### config.mk
export PLATFORM = sky130hd
export DESIGN_NAME = mem_port_arbiter
export DESIGN_NICKNAME = d
export VERILOG_FILES = /design/src/rtl/mem_port_arbiter.sv
export SDC_FILE = /design/constraint.sdc
export NUM_CORES = 1
export LEC_CHECK = 0
export CORE_ASPECT_RATIO = 1.4
export CORE_MARGIN = 10
export CORE_UTILIZATION = 43
export CTS_BUF_LIST = sky130_fd_sc_hd__clkbuf_4 sky130_fd_sc_hd__clkbuf_8
export DETAILED_ROUTE_END_ITERATION = 8
export GPL_TIMING_DRIVEN = 0
export PLACE_DENSITY = 0.74
export SYNTH_ARGS = -nofsm -noshare
export SYNTH_HDL_FRONTEND = slang
export SYNTH_SLANG_ARGS = --single-unit
### constraint.sdc
create_clock -name clk -period 2.76 [get_ports clk]
set_clock_uncertainty 0.15 [all_clocks]
set_input_delay 0.552 -clock clk [delete_from_list [all_inputs] [get_ports clk]]
set_output_delay 0.552 -clock clk [all_outputs]
set_load 0.02 [all_outputs]
### src/rtl/mem_port_arbiter.sv
// mem_port_arbiter: round-robin arbiter sharing one byte-wide memory between
// instruction fetch and load/store; each access moves a big-endian 32-bit word.
module mem_port_arbiter #(
    parameter int ADDR_BITS = 16
) (
    input  logic                 clk,
    input  logic                 rst,
    input  logic                 inst_req,
    input  logic [31:0]          inst_addr,
    output logic                 inst_ack,
    output logic [31:0]          inst_rdata,
    input  logic                 data_req,
    input  logic                 data_we,
    input  logic [31:0]          data_addr,
    input  logic [31:0]          data_wdata,
    output logic                 data_ack,
    output logic [31:0]          data_rdata,
    output logic                 busy,
    output logic [ADDR_BITS-1:0] mem_addr,
    output logic [7:0]           mem_wdata,
    output logic                 mem_we,
    input  logic [7:0]           mem_rdata
);

    typedef enum logic [1:0] {IDLE, XFER, DONE} state_t;
    typedef enum logic {OWNER_INST, OWNER_DATA} owner_t;

    state_t               state, state_next;
    owner_t               owner, last_grant;
    logic [1:0]           cnt;
    logic                 we_lat;
    logic [ADDR_BITS-1:0] base;
    logic [31:0]          wdata_lat;
    logic [31:0]          asm_word;
    logic                 grant_inst, grant_data;
    logic [ADDR_BITS-1:0] grant_addr;
    logic                 unused_addr_bits;

    function automatic logic [7:0] word_byte(input logic [31:0] w, input logic [1:0] idx);
        case (idx)
            2'd0:    return w[31:24];
            2'd1:    return w[23:16];
            2'd2:    return w[15:8];
            default: return w[7:0];
        endcase
    endfunction

    assign unused_addr_bits = ^{inst_addr[31:ADDR_BITS], data_addr[31:ADDR_BITS]};

    // On a tie the requester not served last wins.
    always_comb begin
        grant_inst = inst_req && (!data_req || last_grant == OWNER_DATA);
        grant_data = data_req && !grant_inst;
        grant_addr = grant_inst ? inst_addr[ADDR_BITS-1:0] : data_addr[ADDR_BITS-1:0];
    end

    always_comb begin
        state_next = state;
        inst_ack   = 1'b0;
        data_ack   = 1'b0;
        busy       = 1'b0;
        case (state)
            IDLE: begin
                if (inst_req || data_req) state_next = XFER;
            end
            XFER: begin
                busy = 1'b1;
                if (cnt == 2'd3) state_next = DONE;
            end
            DONE: begin
                busy       = 1'b1;
                inst_ack   = (owner == OWNER_INST);
                data_ack   = (owner == OWNER_DATA);
                state_next = IDLE;
            end
            default: state_next = IDLE;
        endcase
    end

    // Memory outputs are registered one byte ahead so that during each XFER
    // cycle they already present base+cnt; outside XFER they simply hold.
    always_ff @(posedge clk) begin
        if (rst) begin
            state      <= IDLE;
            owner      <= OWNER_INST;
            last_grant <= OWNER_DATA;
            cnt        <= '0;
            we_lat     <= 1'b0;
            base       <= '0;
            wdata_lat  <= '0;
            asm_word   <= '0;
            inst_rdata <= '0;
            data_rdata <= '0;
            mem_addr   <= '0;
            mem_wdata  <= '0;
            mem_we     <= 1'b0;
        end else begin
            state <= state_next;
            case (state)
                IDLE: begin
                    if (grant_inst || grant_data) begin
                        owner     <= grant_inst ? OWNER_INST : OWNER_DATA;
                        base      <= grant_addr;
                        we_lat    <= grant_data && data_we;
                        wdata_lat <= data_wdata;
                        cnt       <= '0;
                        mem_addr  <= grant_addr;
                        mem_wdata <= data_wdata[31:24];
                        mem_we    <= grant_data && data_we;
                    end
                end
                XFER: begin
                    cnt <= cnt + 2'd1;
                    case (cnt)
                        2'd0:    asm_word[31:24] <= mem_rdata;
                        2'd1:    asm_word[23:16] <= mem_rdata;
                        2'd2:    asm_word[15:8]  <= mem_rdata;
                        default: asm_word[7:0]   <= mem_rdata;
                    endcase
                    if (cnt == 2'd3) begin
                        mem_we <= 1'b0;
                        if (!we_lat) begin
                            if (owner == OWNER_INST) inst_rdata <= {asm_word[31:8], mem_rdata};
                            else                     data_rdata <= {asm_word[31:8], mem_rdata};
                        end
                    end else begin
                        mem_addr  <= base + ADDR_BITS'(cnt + 2'd1);
                        mem_wdata <= word_byte(wdata_lat, cnt + 2'd1);
                    end
                end
                DONE: begin
                    last_grant <= owner;
                end
                default: ;
            endcase
        end
    end

endmodule

==> flow_summary.ini, run 1 <==
[detailed_routing]
vias_per_cell = 5.36
antenna_left = 0
drt-total-wl_um = 22400
drc = 0
dr.pass1.iters = 5
wl_per_cell_um = 18.0
vias = 6664
initialDrtViolationCount = 498

[global_routing]
grt_use_total = 0.202
antenna_found_initial = 0
grt_max_degree = 17
grt_pass1_wl_um = 34700
use_met2 = 0.358
grt_busiest_layer = met2
use_met3 = 0.0550
overflow = 0
grt_use_met1 = 0.220
grt_pass1_vias = 6539

[critical_path]
crit_fanout = 10
crit_cells = 7
startpoint_type = input pin
crit_type = input pin to flop
crit_path_max_incr_delay_ns = 0.62
required_ns = 2.96
critical_path.top_delay_family = buffers and inverters
ff2ff_setup_slack_ns = 0.23
critPathBufInv = 3
rr_worst_depth = 8
cp_cell_sequence = clkdlybuf4s50_1 -> inv_1 -> o21ai_2 -> buf_6 -> mux2i_1 -> nand2_1 -> a31o_1
crit_slowest_cell = o21ai_2
cp-end-kind = flop
cp.arrival_ns = 2.81

[synth]
synthFlopType = dfxtp_1
seq_area_frac_synth = 0.490
synth_edf_count = 0
synth_cell_types = 52
synth_async_sr_flop_share = 0
yosys_warnings = 0
syn_area_um2 = 6860
ys_seq_elements = 168
syn_area_per_cell_um2 = 8.07
netlist_instances = 850
syn_nets = 970

[min_path]
min_path_cells = 2
min_path_type = flop to flop

[sta]
setup_viol = 0
slew-limit-headroom = 0.470
fmax_ghz = 0.384
tightest_slew_ns = 0.795
hold_viol = 0
slew_viol_final = 0
period_share = 0.945
period_minus_slack_ns = 2.61
rsz0062_at_grt = false
holdWs_ns = 0.304

[clock_network]
ctsResizeCount = 0
clkSlewWorstSetupHoldPaths_ns = 0.08
cts_buffers = 17
postCtsSetupBuffers = 0
cts_root_buf = clkbuf_8
cts.path.max_buffers = 2
cts_tree = built
clock_sinks = 168
hold_buffers = 0
clkLatencyLatePin_ns = 0.46
cts-htree-levels = 4

[layout]
final_common_cell = nand2_1
syn2layout_area_growth_pct = 34.6
multi_input_area_um2 = 3160
utilization = 0.591
final_nets = 1155
drive_above_1_share = 0.0573
mostFrequentLayoutCells = nand2_1 (253), dfxtp_1 (168), clkdlybuf4s50_1 (167)
diodes = 0
fill_cells = 1441
regArea_um2 = 3360

[floorplanning]
die_x_um = 127
io_pins = 201
die_h_um = 169
row_count = 54
coreArea_um2 = 15600
die_area_um2 = 21500
start_util = 0.439

[power_and_ir_drop]
powerDensity_nw_per_um2 = 615
p_seq_frac = 0.469
p_clk_frac = 0.359
switching_share = 0.278
p_int_w = 0.00409
max-vdd-ir-drop_v = 0.000332
leakage_nw = 3.33
combPwrFrac = 0.172
p_sw_w = 0.00158

[run]
drv_cap = 0

[placement]
hpwl_um = 16900
port_buffers = 167
place.gp.congestion = 0.923

[status]
status = finished, final reports clean
metal layers:
layer | routed length (um) | share of wire
met1 | 8850 | 0.40
met2 | 11200 | 0.50
met3 | 1580 | 0.070
met4 | 736 | 0.033
met5 | 0 | 0
power groups by stage:
| stage | clock network (W) | logic (W) | registers (W) |
|---|---|---|---|
| 2_1_floorplan | 0 | 0.000494 | 0.00275 |
| 3_3_place_gp | 0 | 0.000960 | 0.00271 |
| 3_5_place_dp | 0 | 0.000969 | 0.00271 |
| 4_1_cts | 0.00204 | 0.000974 | 0.00266 |
| 5_1_grt | 0.00215 | 0.00106 | 0.00268 |
| 6_report | 0.00204 | 0.000976 | 0.00266 |
Yosys cell counts, types with 2 or more instances:
library cell	count	area share
buf_6	3	0.0049
o21a_1	2	0.0022
ha_1	10	0.018
o211ai_1	12	0.013
a21oi_1	147	0.11
clkbuf_1	41	0.022
nand3_1	25	0.018
o2111ai_1	2	0.0026
a211oi_1	22	0.024
a31o_1	2	0.0026
nor3b_1	3	0.0033
xnor2_1	5	0.0064
o21ai_0	7	0.0051
a222oi_1	8	0.012
nand4_1	5	0.0046
xor2_1	5	0.0064
mux2i_1	12	0.018
mux2_2	5	0.0082
buf_2	13	0.0095
inv_1	12	0.0066
buf_4	2	0.0022
dfxtp_1	168	0.49
nor3_1	7	0.0051
and2_1	3	0.0027
nor2_1	37	0.020
a2bb2oi_1	6	0.0077
and3_1	4	0.0036
nand2_1	253	0.14
buf_1	6	0.0033
final timing paths:
path / from / to
hold reg to reg: mem_addr[0] / mem_addr[0]
setup reg to reg: cnt[0] / mem_addr[8]
hold / removal: mem_addr[0] / mem_addr[0]
setup / recovery: data_req / mem_addr[5]
worst min-delay path, cell delays in order, from the launching register on:
cell and delay [ns]:
dfxtp_1 0.31, nand2_1 0.05, a21oi_1 0.05
per-stage QoR:
step           cell area, um2  worst slack (ns)  TNS, ns  power, W  instances
2_1_floorplan            6860             0.469        0   0.00325        850
3_3_place_gp             8770            -0.284    -2.47   0.00367       1213
3_5_place_dp             8770            -0.319    -3.37   0.00368       1213
4_1_cts                  9230             0.126        0   0.00568       1244
5_1_grt                  9230            0.0931        0   0.00589       1243
6_report                 9230             0.153        0   0.00567       1243
logic make-up (layout without fill, tap and decap cells):
group	Yosys count	in the layout	share of synthesized area
AO/OA/AOI/OAI	220	220	0.192
XOR/XNOR	10	10	0.0128
adder cells (fa/ha/maj)	11	11	0.0212
buffers and inverters	77	274	0.0489
flip-flops	168	168	0.490
multiplexers	17	17	0.0257
AND/OR/NAND/NOR	347	347	0.209
state kept, by name, indices dropped and copies added, names as in the netlist:
name,count
mem_we,1
cnt,2
last_grant,1
owner,1
inst_rdata,32
state,2
wdata_lat,32
mem_addr,16
base,16
asm_word,24
we_lat,1
data_rdata,32
mem_wdata,8
cell type report:
class	instances	share of cell area
sequential	168	0.364
multi-input combinational	605	0.342
timing repair buffer	167	0.181
buffer	64	0.0310
clock buffer	21	0.0286
tap	196	0.0266
clock inverter	10	0.0210
inverter	12	0.00488
Note: power is estimated with default switching activity, not from simulation.
==> inputs of run 2 (changes only) <==
- CORE_MARGIN: 10 -> default
==> run 2 against run 1 <==
Effect of this change:
- global-route usage increased by 5.8 points
- flip-flop and latch count unchanged
- clock power decreased by 13%
- count of clock-buffer cells in the layout unchanged
- combinational power decreased by 0.7%
- register-to-register slack got worse by 0.06 ns
- design area decreased by 0.57%
- setup slack improved by 0.021 ns
- core utilization decreased by 0.34 points
- maximum frequency increased by 0.82%
- first-iteration DRC count decreased by 16%
- largest power group unchanged
- highest routed layer unchanged
==> flow_summary.ini, run 2 (synthesis gave the netlist of run 1 again) <==
[status]
status = finished, final reports clean

[sta]
setup_viol = 0
tightest_slew_ns = 0.735
period_share = 0.937
slew_viol_final = 0
period_minus_slack_ns = 2.59
slew-limit-headroom = 0.510
rsz0062_at_grt = false
fmax_ghz = 0.387
hold_viol = 0

[clock_network]
cts-htree-levels = 4
cts_tree = built
ctsResizeCount = 0
cts_buffers = 17
clock_sinks = 168
cts_root_buf = clkbuf_8
cts.path.max_buffers = 2
clkSlewWorstSetupHoldPaths_ns = 0.09
clkLatencyLatePin_ns = 0.46
postCtsSetupBuffers = 0
hold_buffers = 0

[detailed_routing]
drc = 0
drt-total-wl_um = 20900
vias = 6755
initialDrtViolationCount = 417
vias_per_cell = 5.43
antenna_left = 0
dr.pass1.iters = 7
wl_per_cell_um = 16.8

[layout]
fill_cells = 1494
final_common_cell = nand2_1
diodes = 0
fin_area_um2 = 9180
utilization = 0.588
final_nets = 1156
mostFrequentLayoutCells = nand2_1 (253), dfxtp_1 (168), clkdlybuf4s50_1 (167)
drive_above_1_share = 0.0582
largest_registers = data_rdata x32, inst_rdata x32, wdata_lat x32
syn2layout_area_growth_pct = 33.8

[power_and_ir_drop]
p_int_w = 0.00380
leakage_nw = 3.29
max-vdd-ir-drop_v = 0.000304
switching_share = 0.298
p_clk_frac = 0.328
combPwrFrac = 0.179
powerDensity_nw_per_um2 = 589
p_sw_w = 0.00161
p_seq_frac = 0.493

[critical_path]
ff2ff_setup_slack_ns = 0.17
crit_fanout = 7
startpoint_type = flop
required_ns = 2.97
cp-end-kind = flop
crit_type = flop to flop
cp.arrival_ns = 2.79

[floorplanning]
die_x_um = 109
io_pins = 201
row_count = 54
die_h_um = 151
die_area_um2 = 16500
start_util = 0.439
coreArea_um2 = 15600

[global_routing]
grt_pass1_wl_um = 32300
antenna_found_initial = 0
overflow = 0
grt_pass1_vias = 6329
grt_max_degree = 17
grt_use_total = 0.259

[placement]
placed_area_um2 = 8770
place.gp.congestion = 0.923
hpwl_um = 15400
port_buffers = 167

[min_path]
min_path_type = flop to flop

[run]
drv_cap = 0
## run 2: cell types whose count changed in the layout (fill, tap and decap cells not counted)
cell and delta:
bufinv_16 -4, clkbuf_1 +1, clkbuf_4 -4, clkbuf_8 +4, clkinv_4 +1, clkinvlp_4 +2, inv_6 +3, inv_8 -1
## run 2: power by group through the flow
stage	Clock, W	Combinational, W	Sequential (W)
final	0.00177	0.000969	0.00266
after global routing	0.00188	0.00105	0.00268
after CTS	0.00178	0.000965	0.00266
after detailed placement	0	0.000961	0.00272
after global placement	0	0.000949	0.00271
after floorplan	0	0.000494	0.00275
## run 2: layout make-up
cell class	count	area [um2]	area share
repair buffers	167	1670	0.182
clock inverters	11	113	0.0123
plain buffers	65	290	0.0316
multi-input cells	605	3160	0.344
well taps	196	245	0.0267
flip-flops and latches	168	3360	0.367
clock buffers	21	289	0.0315
inverters	12	45.0	0.00491
## run 2: final timing paths
check / from / end / cells past startpoint
worst max-delay path: cnt[0] / mem_addr[8] / 9
worst min-delay path: mem_addr[0] / mem_addr[0] / 2
worst max register to register: cnt[0] / mem_addr[8] / 9
worst min register to register: mem_addr[0] / mem_addr[0] / 2
## run 2: through the flow
stage          setup WS, ns  setup TNS, ns  cells  hold WS [ns]  power, W
6_report              0.174              0   1245         0.302   0.00541
2_1_floorplan         0.469              0    850         0.286   0.00325
3_5_place_dp         -0.280          -2.58   1213         0.294   0.00368
4_1_cts               0.157              0   1245         0.304   0.00540
5_1_grt              0.0266              0   1245         0.323   0.00560
3_3_place_gp         -0.279          -2.33   1213         0.287   0.00366
## run 2: routing by layer
layer  track usage  wire length, um  vias up  part of all wire
met5             0                0        -                 0
met4         0.117              659        0             0.032
met3        0.0435             1260       45             0.060
met2         0.466            10700      255              0.51
met1         0.297             8270     3192              0.40
li1              -                -     3263                 -
## run 2: critical path: stages (launching register included)
cell and delay [ns]:
dfxtp_1 0.41, inv_1 0.12, ha_1 0.26, fa_1 0.43
and4b_1 0.26, clkbuf_1 0.28, nand4_1 0.15, xor2_1 0.15
mux2i_1 0.09, a21o_1 0.20
==> inputs of run 3 (changes only) <==
- PLACE_DENSITY: 0.74 -> 0.77
- clock period: 2.76 -> 2.3 ns (I/O delays scaled with it)
==> run 3 against run 2 <==
Effect of this change:
- global-route usage shrank 0.29 points
- first-iteration DRC count grew 27%
- non-clock buffer count grew 5
- wire length shrank 0.96%
- cell count grew 0.32%
- combinational power grew 22%
- largest power group unchanged
==> flow_summary.ini, run 3 (synthesis gave the netlist of run 1 again) <==
[layout]
largest_registers = data_rdata x32, inst_rdata x32, wdata_lat x32
fin_area_um2 = 9270
final_nets = 1161
mostFrequentLayoutCells = nand2_1 (252), dfxtp_1 (166), clkdlybuf4s50_1 (164)
syn2layout_area_growth_pct = 35.1
fill_cells = 1437
final_common_cell = nand2_1
drive_above_1_share = 0.0750
utilization = 0.594
diodes = 0

[critical_path]
crit_slowest_cell = fa_2
required_ns = 2.51
crit_type = flop to flop
crit_fanout = 5
cp_cell_sequence = inv_2 -> ha_2 -> fa_2 -> and4b_2 -> nand4_1 -> xor2_1 -> mux2i_1 -> a21o_1
cp.arrival_ns = 2.42
startpoint_type = flop
ff2ff_setup_slack_ns = 0.09
crit_path_max_incr_delay_ns = 0.38
cp-end-kind = flop

[power_and_ir_drop]
p_sw_w = 0.00194
p_int_w = 0.00469
switching_share = 0.292
powerDensity_nw_per_um2 = 715
max-vdd-ir-drop_v = 0.000357
combPwrFrac = 0.178
p_seq_frac = 0.483
p_clk_frac = 0.340
leakage_nw = 3.36

[sta]
hold_viol = 0
setup_viol = 0
slew-limit-headroom = 0.525
period_minus_slack_ns = 2.21
rsz0062_at_grt = true
slew_viol_final = 0
fmax_ghz = 0.452
tightest_slew_ns = 0.713
period_share = 0.961

[placement]
hpwl_um = 15200
port_buffers = 167
placed_area_um2 = 8770
place.gp.congestion = 0.900

[detailed_routing]
initialDrtViolationCount = 528
drt-total-wl_um = 20700
vias_per_cell = 5.38
wl_per_cell_um = 16.6
dr.pass1.iters = 7
antenna_left = 0
drc = 0
vias = 6720

[clock_network]
cts_tree = built
cts.path.max_buffers = 2
cts-htree-levels = 4
cts_root_buf = clkbuf_8
clkSlewWorstSetupHoldPaths_ns = 0.09
cts_buffers = 17
clkLatencyLatePin_ns = 0.46
clock_sinks = 168

[floorplanning]
row_count = 54
start_util = 0.439
die_x_um = 109
coreArea_um2 = 15600
io_pins = 201
die_area_um2 = 16500
die_h_um = 151

[global_routing]
grt_pass1_vias = 6290
grt_max_degree = 17
grt_use_total = 0.257
overflow = 0
grt_pass1_wl_um = 31900
antenna_found_initial = 0

[run]
drv_cap = 0

[min_path]
min_path_type = flop to flop

[status]
status = finished, final reports clean
==> run 3: metrics by stage <==
step	setup WS [ns]	hold slack, ns	TNS [ns]	instances	power [W]
2_1_floorplan	0.00853	0.286	0	850	0.00390
3_5_place_dp	-0.618	0.296	-18.10	1213	0.00441
5_1_grt	-0.0123	0.322	-0.0499	1249	0.00684
4_1_cts	0.00606	0.309	0	1243	0.00661
6_report	0.0887	0.308	0	1249	0.00662
3_3_place_gp	-0.585	0.288	-16.38	1213	0.00439
==> run 3: path summary, 6_finish.rpt <==
path | from | end | cells after the start
max | cnt[0] | mem_addr[8] | 8
min | inst_rdata[17] | inst_rdata[17] | 2
max reg2reg | cnt[0] | mem_addr[8] | 8
min reg2reg | inst_rdata[17] | inst_rdata[17] | 2
==> run 3: metal layers <==
metal,GRT usage,wire length (um)
met5,0,0
met3,0.0465,1330
met4,0.149,1000
met1,0.297,8080
met2,0.440,10300
==> run 3: worst max-delay path: cells and delay by family (launching register included) <==
kind / cells / cell delay [ns]
flip-flops: 1 / 0.37
AO/OA/AOI/OAI: 1 / 0.19
multiplexers: 1 / 0.10
XOR/XNOR: 1 / 0.20
AND/OR/NAND/NOR: 2 / 0.49
adder cells (fa/ha/maj): 2 / 0.58
buffers and inverters: 1 / 0.06
==> run 3: repair_timing <==
item,CTS,global route
buffers inserted,0,6
endpoints found under the setup margin,15,80
pin swaps,0,3
hold buffers,0,0
gates resized for setup,7,16
==> run 3: final cells by class <==
type / instances / area, um2 / area share
Clock buffer: 18 / 248 / 0.0267
Sequential cell: 168 / 3370 / 0.363
Multi-Input combinational cell: 605 / 3190 / 0.344
Inverter: 12 / 45.0 / 0.00486
Tap cell: 196 / 245 / 0.0265
Timing Repair Buffer: 173 / 1710 / 0.185
Clock inverter: 13 / 170 / 0.0184
Buffer: 64 / 293 / 0.0316
==> run 3: power groups by stage <==
stage                     Sequential [W]  Combinational [W]  Clock [W]
final                            0.00320            0.00118    0.00225
after global routing             0.00322            0.00127    0.00235
after CTS                        0.00319            0.00115    0.00226
after detailed placement         0.00326            0.00115          0
after global placement           0.00326            0.00113          0
after floorplan                  0.00330           0.000593          0
